===== src/rtl/uart_rx_fifo.sv =====
`default_nettype none
// ============================================================================
// Module      : uart_rx_fifo
// Description : Receive-side character buffer placed directly after a UART
//               receiver. Each rising edge of rx_ready captures one rx_data
//               character into a DEPTH-entry FIFO. Characters are presented
//               first-word-fall-through with a valid/ack pop handshake.
//               Characters that arrive while the FIFO is full (and not being
//               popped in the same cycle) are dropped, flagged and counted.
// Ports       :
//   clk         in   1            system clock, posedge
//   rst         in   1            synchronous active-high reset
//   rx_data     in   DATA_WIDTH   character from receiver
//   rx_ready    in   1            receiver character-complete level
//   out_data    out  DATA_WIDTH   head-of-FIFO character (valid with out_valid)
//   out_valid   out  1            FIFO non-empty
//   out_ack     in   1            consumer pop, ignored while empty
//   count       out  CNT_W        occupancy, 0..DEPTH
//   overflow    out  1            sticky drop flag
//   clear_ovf   in   1            clears overflow and drop_count
//   drop_count  out  8            dropped characters, saturating at 255
// Revision    : 1.0 - initial release
// ============================================================================
module uart_rx_fifo #(
    parameter int DEPTH      = 16,
    parameter int DATA_WIDTH = 7
) (
    input  logic                        clk,
    input  logic                        rst,
    input  logic [DATA_WIDTH-1:0]       rx_data,
    input  logic                        rx_ready,
    output logic [DATA_WIDTH-1:0]       out_data,
    output logic                        out_valid,
    input  logic                        out_ack,
    output logic [$clog2(DEPTH):0]      count,
    output logic                        overflow,
    input  logic                        clear_ovf,
    output logic [7:0]                  drop_count
);

    localparam int c_PTR_W = $clog2(DEPTH);
    localparam int c_CNT_W = c_PTR_W + 1;

    localparam logic [c_CNT_W-1:0] c_FULL_CNT = c_CNT_W'(DEPTH);
    localparam logic [7:0]         c_DROP_MAX = 8'hFF;

    // ------------------------------------------------------------------------
    // State
    // ------------------------------------------------------------------------
    logic [DATA_WIDTH-1:0] mem [DEPTH];

    logic                  rx_ready_q;
    logic [c_PTR_W-1:0]    wr_ptr_q,     wr_ptr_d;
    logic [c_PTR_W-1:0]    rd_ptr_q,     rd_ptr_d;
    logic [c_CNT_W-1:0]    count_q,      count_d;
    logic                  overflow_q,   overflow_d;
    logic [7:0]            drop_count_q, drop_count_d;

    // ------------------------------------------------------------------------
    // Control decode
    // ------------------------------------------------------------------------
    logic w_push_req;
    logic w_full;
    logic w_pop;
    logic w_push;
    logic w_drop;

    // One request per rising edge of rx_ready; a long stop-bit level is a
    // single character.
    assign w_push_req = rx_ready & ~rx_ready_q;
    assign w_full     = (count_q == c_FULL_CNT);
    assign w_pop      = out_valid & out_ack;
    // A pop in the same cycle frees the slot, so a full FIFO still accepts.
    assign w_push     = w_push_req & (~w_full | w_pop);
    assign w_drop     = w_push_req & w_full & ~w_pop;

    // ------------------------------------------------------------------------
    // Next-state logic
    // ------------------------------------------------------------------------
    always_comb begin
        wr_ptr_d     = wr_ptr_q;
        rd_ptr_d     = rd_ptr_q;
        count_d      = count_q;
        overflow_d   = overflow_q;
        drop_count_d = drop_count_q;

        if (w_push) begin
            wr_ptr_d = wr_ptr_q + 1'b1;
        end
        if (w_pop) begin
            rd_ptr_d = rd_ptr_q + 1'b1;
        end

        case ({w_push, w_pop})
            2'b10:   count_d = count_q + 1'b1;
            2'b01:   count_d = count_q - 1'b1;
            default: count_d = count_q;
        endcase

        // A drop in the same cycle as clear_ovf wins: the clear empties the
        // history and the new drop is the first one counted afterwards.
        if (w_drop) begin
            overflow_d = 1'b1;
            if (clear_ovf) begin
                drop_count_d = 8'd1;
            end else if (drop_count_q != c_DROP_MAX) begin
                drop_count_d = drop_count_q + 8'd1;
            end
        end else if (clear_ovf) begin
            overflow_d   = 1'b0;
            drop_count_d = 8'd0;
        end
    end

    // ------------------------------------------------------------------------
    // Control registers
    // ------------------------------------------------------------------------
    always_ff @(posedge clk) begin
        if (rst) begin
            // Held high so a receiver already asserting rx_ready when reset
            // releases is not mistaken for a new character.
            rx_ready_q   <= 1'b1;
            wr_ptr_q     <= '0;
            rd_ptr_q     <= '0;
            count_q      <= '0;
            overflow_q   <= 1'b0;
            drop_count_q <= 8'd0;
        end else begin
            rx_ready_q   <= rx_ready;
            wr_ptr_q     <= wr_ptr_d;
            rd_ptr_q     <= rd_ptr_d;
            count_q      <= count_d;
            overflow_q   <= overflow_d;
            drop_count_q <= drop_count_d;
        end
    end

    // ------------------------------------------------------------------------
    // Storage (not reset). When full with a simultaneous pop, wr_ptr equals
    // rd_ptr; the head is read combinationally this cycle before the slot is
    // overwritten at the edge, so no data is lost.
    // ------------------------------------------------------------------------
    always_ff @(posedge clk) begin
        if (w_push && !rst) begin
            mem[wr_ptr_q] <= rx_data;
        end
    end

    // ------------------------------------------------------------------------
    // Outputs: all derived from registers only.
    // ------------------------------------------------------------------------
    assign out_data   = mem[rd_ptr_q];
    assign out_valid  = (count_q != '0);
    assign count      = count_q;
    assign overflow   = overflow_q;
    assign drop_count = drop_count_q;

endmodule
`default_nettype wire


===== config.mk =====
export PLATFORM = sky130hd
export DESIGN_NAME = uart_rx_fifo
export DESIGN_NICKNAME = d
export VERILOG_FILES = /design/src/rtl/uart_rx_fifo.sv
export SDC_FILE = /design/constraint.sdc
export NUM_CORES = 1
export LEC_CHECK = 0
export ABC_AREA = 1
export CORE_UTILIZATION = 55
export DETAILED_ROUTE_END_ITERATION = 10
export GPL_ROUTABILITY_DRIVEN = 0
export PLACE_DENSITY = 0.82
export SYNTH_ARGS = -nofsm -noshare
export SYNTH_HDL_FRONTEND = slang
export SYNTH_SLANG_ARGS = --single-unit

===== constraint.sdc =====
create_clock -name clk -period 2.1 [get_ports clk]
set_input_delay 0.42 -clock clk [delete_from_list [all_inputs] [get_ports clk]]
set_output_delay 0.42 -clock clk [all_outputs]
set_load 0.01 [all_outputs]

Yosys cells after proc, flatten, opt, wreduce, memory -nomap -nowiden
Memory sizes are Yosys's and may differ from the RTL's. A register that Yosys moved wholly into a read port is not among the register bits.
Index checks and enable logic that the tools add are counted.
{ "classes": {"n_addsub": 5, "n_eq_ne": 4, "mux": 11, "bitwise_logic": 9, "n_reduce_logical": 7} }
{ "ops": {"columns": ["cell", "count"], "rows": [
  ["$mux W8", 4],
  ["$pmux W5 S2", 1],
  ["$add A4 B1 Y4 const B", 2],
  ["$add A8 B1 Y8 const B", 1],
  ["$mux W4", 2],
  ["$ne A8 B8 Y1 const B", 1],
  ["$reduce_bool A2 Y1", 3],
  ["$add A5 B1 Y5 const B", 1],
  ["$and A1 B1 Y1", 5],
  ["$eq A5 B5 Y1 const B", 1],
  ["$reduce_bool A5 Y1", 1],
  ["$sub A5 B1 Y5 const B", 1],
  ["$mux W1", 4],
  ["$not A1 Y1", 3],
  ["$eq A2 B1 Y1 const B", 1],
  ["$eq A2 B2 Y1 const B", 1],
  ["$reduce_and A2 Y1", 1],
  ["$logic_and A1 B1 Y1", 1],
  ["$logic_not A1 Y1", 1],
  ["$or A1 B1 Y1", 1]
]} }
{ "totals": {"ff_bits": 23, "mem_bits_rw": 112, "inputBits": 12, "out_inout_bits": 22, "wordCells": 43, "n_memories": 1} }
{ "memory_table": {"columns": ["memory", "words", "width", "rd", "rd_clocked_by_memory_dff", "wr", "line_no", "rtl"], "rows": [
  ["mem", 16, 7, 1, 1, 1, "50", "logic [DATA_WIDTH-1:0] mem [DEPTH];"]
]} }

Depth between registers and ports, before layout
Gate-level depths: netlist (run 1).
{ "logic_depth": {"word_depth": 7, "ltp_mapped": 15, "ltp_nobuf": 15} }

Least setup slack after synthesis (run 1)
No wires, ideal clock.
{ "synth_path": {"kind": "register -> register", "startpoint": "reg count_q[0], in the netlist count[0]", "endpoint": "reg count_q[4], in the netlist count[4]", "setup_ns": 0.115, "arrival_time_ns": 1.728, "required_time_ns": 1.985, "path_slack_ns": 0.257, "path_stages_with_launch": 11, "path_buffers": 0, "synth_period_minus_slack_ns": 1.843, "path_cell_list": "dfxtp_1 nor2_4 nand3_2 nand3_1 inv_1 ha_1 or2_2 nand3_1 nand3_1 nand2_1 nor2_1"} }
{ "synth_between": {"elab_chain_len": 6} }
{ "synth_lines": {"columns": ["element", "line_no", "rtl"], "rows": [
  ["start, declared", "55", "logic [c_CNT_W-1:0] count_q, count_d;"],
  ["start signal, assigned", "132", "count_q <= count_d;"],
  ["$reduce_bool A5 Y1 (*)", "153", "assign out_valid = (count_q != '0);"],
  ["net out_valid", "33", "output logic out_valid,"],
  ["$and A1 B1 Y1 (*)", "72", "assign w_pop = out_valid & out_ack;"],
  ["$or A1 B1 Y1", "74", "assign w_push = w_push_req & (~w_full | w_pop);"],
  ["$and A1 B1 Y1", "74", null],
  ["$eq A2 B1 Y1 or $eq A2 B2 Y1 (tied branches)", "94", "case ({w_push, w_pop})"],
  ["$pmux W5 S2 or $reduce_bool A2 Y1 (tied branches)", null, null]
]} }
The timed path passes the listed nets; every way through them passes the cells marked *.
A chain may end at the register's enable or synchronous reset.

==> flow_metrics.env, run 1 <==
export IMPL_outcome="finished with violations"
export IMPL_violations="negative setup slack"
export IMPL_synth_cells=501
export IMPL_first_global_vias=4160
export IMPL_ys_warn_count=0
export IMPL_synth_nets=521
export IMPL_synth_compound_area_share_pct=12.3
export IMPL_yosys_area_top_type_share_pct=56.9
export IMPL_ctsRootBufferMaster="clkbuf_8"
export IMPL_timing_final_ws_setup_ns=-0.439
export IMPL_routed_wl_um=14200
export IMPL_cellPowerDensity_nw_per_um2=1130
export IMPL_place_inst=681
export IMPL_mostFrequentLayoutCell="edfxtp_1"
export IMPL_synth_top_family_by_area="compound AO/OA/AOI/OAI gates"
export IMPL_track_usage_pct=25.1
export IMPL_synth_edf_count=112
export IMPL_worstHoldPathCells=2
export IMPL_antenna_found_initial=0
export IMPL_worst_pin_slew_ns=0.754
export IMPL_path_class="flip-flop to primary output"
export IMPL_detail_route_iter0_violations=330
export IMPL_rows=37
export IMPL_h_tree_depth=4
export IMPL_hold_end="overflow$_SDFFE_PP0P_"
export IMPL_arrival_ns=2.12
export IMPL_initial_core_util_pct=57.0
export IMPL_antenna_left=0
export IMPL_ys_seq_area_share_pct=66.1
export IMPL_cts_sinks=139
export IMPL_crit_path_start_kind="flip-flop"
export IMPL_vias=4262
export IMPL_cp_max_fo=22
export IMPL_irDropWorstVdd_uv=586
export IMPL_critPathSlowestCell="dfxtp_4"
export IMPL_fin_crit_sh_pct=121
export IMPL_r2r_end="count[4]$_SDFFE_PP0P_"
export IMPL_core_area_um2=10400
export IMPL_synthSimpleGateAreaFrac_pct=9.19
export IMPL_clkPwrFrac_pct=36.4
export IMPL_synth_fa_ha_area_share_pct=1.69
export IMPL_design_power_total_mw=8.42
export IMPL_seqCellArea_um2=3910
export IMPL_clockBufferDepth=2
export IMPL_yosys_mux_area_fraction_pct=4.74
export IMPL_final_setup_skew_ns=0.00638
export IMPL_port_buffers=33
export IMPL_cp_required_ns=1.68
export IMPL_slew_violations=0
export IMPL_grt_setup_unrepaired="yes"
export IMPL_cts_tree="built"
export IMPL_synthesis_area_um2=5910
export IMPL_antenna_cells=0
export IMPL_power_switching_mw=2.42
export IMPL_final_cell_mix="edfxtp_1 (112), inv_1 (59), nand2_1 (41)"
export IMPL_drc_errors=0
export IMPL_dp_hpwl_um=7990
export IMPL_power_leakage_nw=2.76
export IMPL_r2r_slack_ns=0.24
export IMPL_grt_max_degree=29
export IMPL_drive_gt1_share_pct=20.5
export IMPL_area_growth_pct=26.7
export IMPL_synth_xor_xnor_area_share_pct=0.296
export IMPL_wl_per_cell_um=19.6
export IMPL_maxCapViolations=0
export IMPL_fmax_mhz=394
export IMPL_critPathMaxStageDelay_ns=0.37
export IMPL_relSlewSlack_pct=49.6
export IMPL_syn_area_per_cell_um2=11.8
export IMPL_postSynth_asyncResetShare_pct=0
export IMPL_pwr_share_comb_pct=26.3
export IMPL_fin_cells=726
export IMPL_hp_class="flip-flop to flip-flop"
export IMPL_grt_overflow_total=0
export IMPL_synthDistinctLibCells=34
export IMPL_multiInputGateArea_um2=1730
export IMPL_rr_worst_depth=10
export IMPL_crit_chain="buf_4 > buf_12 > a21oi_1 > o21ai_1 > o211ai_1 > nand3_1 > nand2_1 > buf_2"
export IMPL_r2r_start="count[0]$_SDFFE_PP0P_"
export IMPL_ctsHoldBuffers=0
export IMPL_first_pass_iters=6
export IMPL_final_nets=597
export IMPL_fillers=655
export IMPL_die_area_um2=11200
export IMPL_synth_top_cell_by_area="edfxtp_1"
export IMPL_ioPinCount=34
export IMPL_grt_pass1_wl_um=20800
export IMPL_hold_path_startpoint="overflow$_SDFFE_PP0P_"
export IMPL_die_width_um=106
export IMPL_hold_violations=0
export IMPL_fin_crit_ns=2.54
export IMPL_synth_flop_cell="edfxtp_1"
export IMPL_synth_area_top_cells="edfxtp_1 (57%), dfxtp_1 (9.1%), mux2i_1 (4.7%), o21ai_0 (4.0%), inv_1 (3.7%)"
export IMPL_dieHeight_um=106
export IMPL_p_seq_share_pct=37.3
export IMPL_switching_share_pct=28.8
export IMPL_p_int_mw=6.00
export IMPL_clkLatencyLatePin_ns=0.52
export IMPL_setup_viol=7
export IMPL_synth_seq_cells=139
export IMPL_via_per_inst=5.87
export IMPL_crit_path_end_kind="primary output"
export IMPL_numCtsBuffers=17
export IMPL_path_clk_slew_ns=0.06
==> metal layers <==
metal	vias to the layer above	part of all wire [%]	global-route usage (%)	routed length, um
li1	1941	-	-	-
met5	-	0	0	0
met3	42	8.2	6.31	1170
met4	0	3.0	10.0	429
met1	2048	40	31.1	5660
met2	231	49	42.2	6960
==> critical path, delay by kind of cell (launching register included) <==
family / cells / cell delay [ns]
AO/OA/AOI/OAI: 3 / 0.48
buffers and inverters: 3 / 0.49
flip-flops: 1 / 0.37
AND/OR/NAND/NOR: 2 / 0.24
==> power by group through the flow <==
stage	clock network [mW]	logic, mW	registers [mW]
2_1_floorplan	0	1.11	3.18
3_3_place_gp	0	1.74	3.19
3_5_place_dp	0	1.80	3.19
4_1_cts	3.09	1.99	3.16
5_1_grt	3.21	2.37	3.15
6_report	3.06	2.21	3.14
==> how the worst max path moves through the flow <==
stage	start	end	slack (ns)	cells after the start
3_5_place_dp	flip-flop	out_data[3]	-0.11	6
4_1_cts	flip-flop	out_data[0]	-0.33	6
6_report	flip-flop	out_data[1]	-0.44	8
3_3_place_gp	rx_ready	count[4]$_SDFFE_PP0P_	-0.05	10
5_1_grt	flip-flop	out_data[1]	-0.46	8
2_1_floorplan	count[0]$_SDFFE_PP0P_	count[4]$_SDFFE_PP0P_	0.26	10
==> cells in the mapped netlist, types with 2 or more instances <==
| library cell | n |
|---|---|
| a21oi_1 | 40 |
| ha_1 | 8 |
| dfxtp_1 | 27 |
| nor2_4 | 6 |
| edfxtp_1 | 112 |
| inv_1 | 59 |
| or2_2 | 2 |
| o211ai_1 | 29 |
| o21ai_0 | 47 |
| clkbuf_1 | 10 |
| nand2_1 | 41 |
| mux2i_1 | 28 |
| a211oi_1 | 3 |
| buf_2 | 4 |
| nor2_1 | 34 |
| nor3_1 | 3 |
| inv_2 | 5 |
| nand3_2 | 2 |
| nor2_2 | 3 |
| nand3_1 | 16 |
| o21ai_1 | 2 |
| nand4_1 | 5 |
| buf_4 | 4 |
==> kinds of logic (layout without fill, tap and decap cells) <==
group,after synthesis,after routing
buf+inv,84,173
compound gates,126,126
flops,139,139
fa+ha+maj,8,8
mux,28,28
xor+xnor,2,2
simple gates,114,114
==> state kept, by name (all words and copies together), names as in the netlist, named ones only <==
name,flops
count,5
overflow,1
wr_ptr_q,4
drop_count,8
rx_ready_q,1
mem,112
rd_ptr_q,4
==> through the flow <==
stage / cell area [um2] / hold slack (ns) / util [%] / setup WS [ns] / setup TNS (ns)
global placement: 6620 / 0.448 / 63.8 / -0.0529 / -0.209
detailed placement: 6620 / 0.452 / 63.8 / -0.113 / -3.66
CTS: 7360 / 0.481 / 71.0 / -0.331 / -1.80
global route: 7490 / 0.507 / 72.2 / -0.461 / -2.80
finish: 7490 / 0.479 / 72.2 / -0.439 / -2.29
floorplan: 5910 / 0.460 / - / 0.257 / 0
==> layout make-up <==
cell class | count | share of cell area, %
clock buffer | 18 | 5.58
clock inverter | 14 | 2.59
inverter | 65 | 3.28
multi-input combinational | 278 | 23.1
sequential | 139 | 52.3
tap | 136 | 2.27
timing repair buffer | 76 | 10.9
==> what timing repair did <==
item                                   CTS  global route
pin swaps                                9            12
endpoints found under the hold margin    0             0
setup endpoints to repair                8             8
gates cloned                             3             4
setup buffers                            2             6
gates resized for setup                 61            24
Power figures use the tool's default switching activity.
==> run 2: changes to the inputs <==
- GPL_TIMING_DRIVEN: default -> 0
==> run 2 against run 1 <==
Effect of this change:
- the run still ends with negative setup slack left
- global-route usage grew 1.4 points
- register-to-register slack lost 0.17 ns
- setup slack gained 0.018 ns
==> flow_metrics.env, run 2 (same netlist as run 1, synthesis figures left out) <==
export IMPL_outcome="finished with violations"
export IMPL_violations="negative setup slack"
export IMPL_setup_viol=7
export IMPL_area_growth_pct=22.6
export IMPL_regMostFlops="mem"
export IMPL_track_usage_pct=26.5
export IMPL_fillers=698
export IMPL_hold_violations=0
export IMPL_irDropWorstVdd_uv=606
export IMPL_port_buffers=33
export IMPL_crit_path_end_kind="primary output"
export IMPL_largest_reg_flops=112
export IMPL_first_global_vias=4166
export IMPL_grt_pass1_wl_um=21800
export IMPL_clkLatencyLatePin_ns=0.53
export IMPL_arrival_ns=2.10
export IMPL_vias=4152
export IMPL_final_area_um2=7240
export IMPL_final_setup_skew_ns=0.0111
export IMPL_mostFrequentLayoutCell="edfxtp_1"
export IMPL_hp_class="flip-flop to flip-flop"
export IMPL_antenna_left=0
export IMPL_cellPowerDensity_nw_per_um2=1120
export IMPL_wl_per_cell_um=20.3
export IMPL_detail_route_iter0_violations=394
export IMPL_r2r_start="count[4]$_SDFFE_PP0P_"
export IMPL_grt_overflow_total=0
export IMPL_path_class="flip-flop to primary output"
export IMPL_placed_cell_area_um2=6410
export IMPL_fmax_mhz=397
export IMPL_antenna_found_initial=0
export IMPL_hold_end="overflow$_SDFFE_PP0P_"
export IMPL_hold_path_startpoint="overflow$_SDFFE_PP0P_"
export IMPL_crit_path_start_kind="flip-flop"
export IMPL_routed_wl_um=14300
export IMPL_dp_hpwl_um=8770
export IMPL_cts_sinks=139
export IMPL_via_per_inst=5.88
export IMPL_numCtsBuffers=17
export IMPL_path_clk_slew_ns=0.06
export IMPL_h_tree_depth=4
export IMPL_dieHeight_um=106
export IMPL_cp_required_ns=1.68
export IMPL_first_pass_iters=7
export IMPL_die_area_um2=11200
export IMPL_timing_final_ws_setup_ns=-0.421
export IMPL_worst_pin_slew_ns=0.783
export IMPL_place_inst=670
export IMPL_cp_max_fo=7
export IMPL_fin_crit_ns=2.52
export IMPL_worstHoldPathCells=2
export IMPL_ctsRootBufferMaster="clkbuf_8"
export IMPL_cts_tree="built"
export IMPL_core_area_um2=10400
export IMPL_final_cell_mix="edfxtp_1 (112), inv_1 (59), nand2_1 (40)"
export IMPL_hold_ws_ns=0.480
export IMPL_grt_max_degree=17
export IMPL_power_leakage_nw=2.59
export IMPL_relSlewSlack_pct=47.6
export IMPL_slew_violations=0
export IMPL_rows=37
export IMPL_clockBufferDepth=2
export IMPL_initial_core_util_pct=57.0
export IMPL_ioPinCount=34
export IMPL_grt_setup_unrepaired="yes"
export IMPL_ctsHoldBuffers=0
export IMPL_antenna_cells=0
export IMPL_die_width_um=106
export IMPL_maxCapViolations=0
export IMPL_fin_cells=706
export IMPL_r2r_slack_ns=0.07
export IMPL_rr_worst_depth=7
export IMPL_final_nets=577
export IMPL_final_core_utilization_pct=69.8
export IMPL_fin_crit_sh_pct=120
export IMPL_drc_errors=0
export IMPL_r2r_end="mem[4][1]$_DFFE_PP_"
export IMPL_drive_gt1_share_pct=19.8
-- run 2: per-stage QoR --
step	setup slack, ns	total power, mW	TNS (ns)
2_1_floorplan	0.257	4.29	0
6_report	-0.421	8.08	-2.61
3_3_place_gp	-0.509	4.88	-42.90
4_1_cts	-0.352	7.95	-2.31
5_1_grt	-0.438	8.34	-3.33
3_5_place_dp	-0.556	4.94	-50.24
-- run 2: worst max-delay path: stages (launching register included) --
cell and delay (ns):
dfxtp_4 0.38, buf_12 0.16, buf_12 0.13, mux2i_2 0.25
o21ai_2 0.11, o211ai_1 0.26, nand2_2 0.12, buf_2 0.16
-- run 2: how the worst max path moves through the flow --
stage,endpoint,cells past startpoint
global route,out_data[3],7
detailed placement,mem[12][2]$_DFFE_PP_,5
floorplan,count[4]$_SDFFE_PP0P_,10
CTS,out_data[4],7
finish,out_data[3],7
global placement,mem[13][1]$_DFFE_PP_,5
-- run 2: power by group --
| group | leakage [nW] | switching [mW] | internal [mW] |
|---|---|---|---|
| Sequential | 1.23 | 0.0897 | 3.06 |
| Clock | 0.261 | 1.21 | 1.59 |
| Combinational | 1.10 | 1.22 | 0.917 |
| Total | 2.59 | 2.52 | 5.56 |
-- run 2: timing repair --
action	4_1_cts	5_1_grt
hold endpoints to repair	0	0
pin swaps	20	13
resized for setup	95	37
gates cloned	3	0
endpoints found under the setup margin	8	78
buffers inserted	1	0
-- run 2: cell type report --
class	instances	area, um2	area share [%]
clock buffers	17	414	5.72
inverters	65	249	3.44
repair buffers	37	374	5.17
flip-flops and latches	139	3910	54.0
plain buffers	19	189	2.61
clock inverters	15	138	1.90
well taps	136	170	2.35
multi-input cells	278	1790	24.8
-- run 2: per-layer routing --
layer	vias up	global-route usage, %	share of wire, %
li1	1904	-	-
met1	1998	33.5	40
met2	218	44.1	50
met3	32	5.01	6.8
met4	0	12.8	2.9
met5	-	0	0
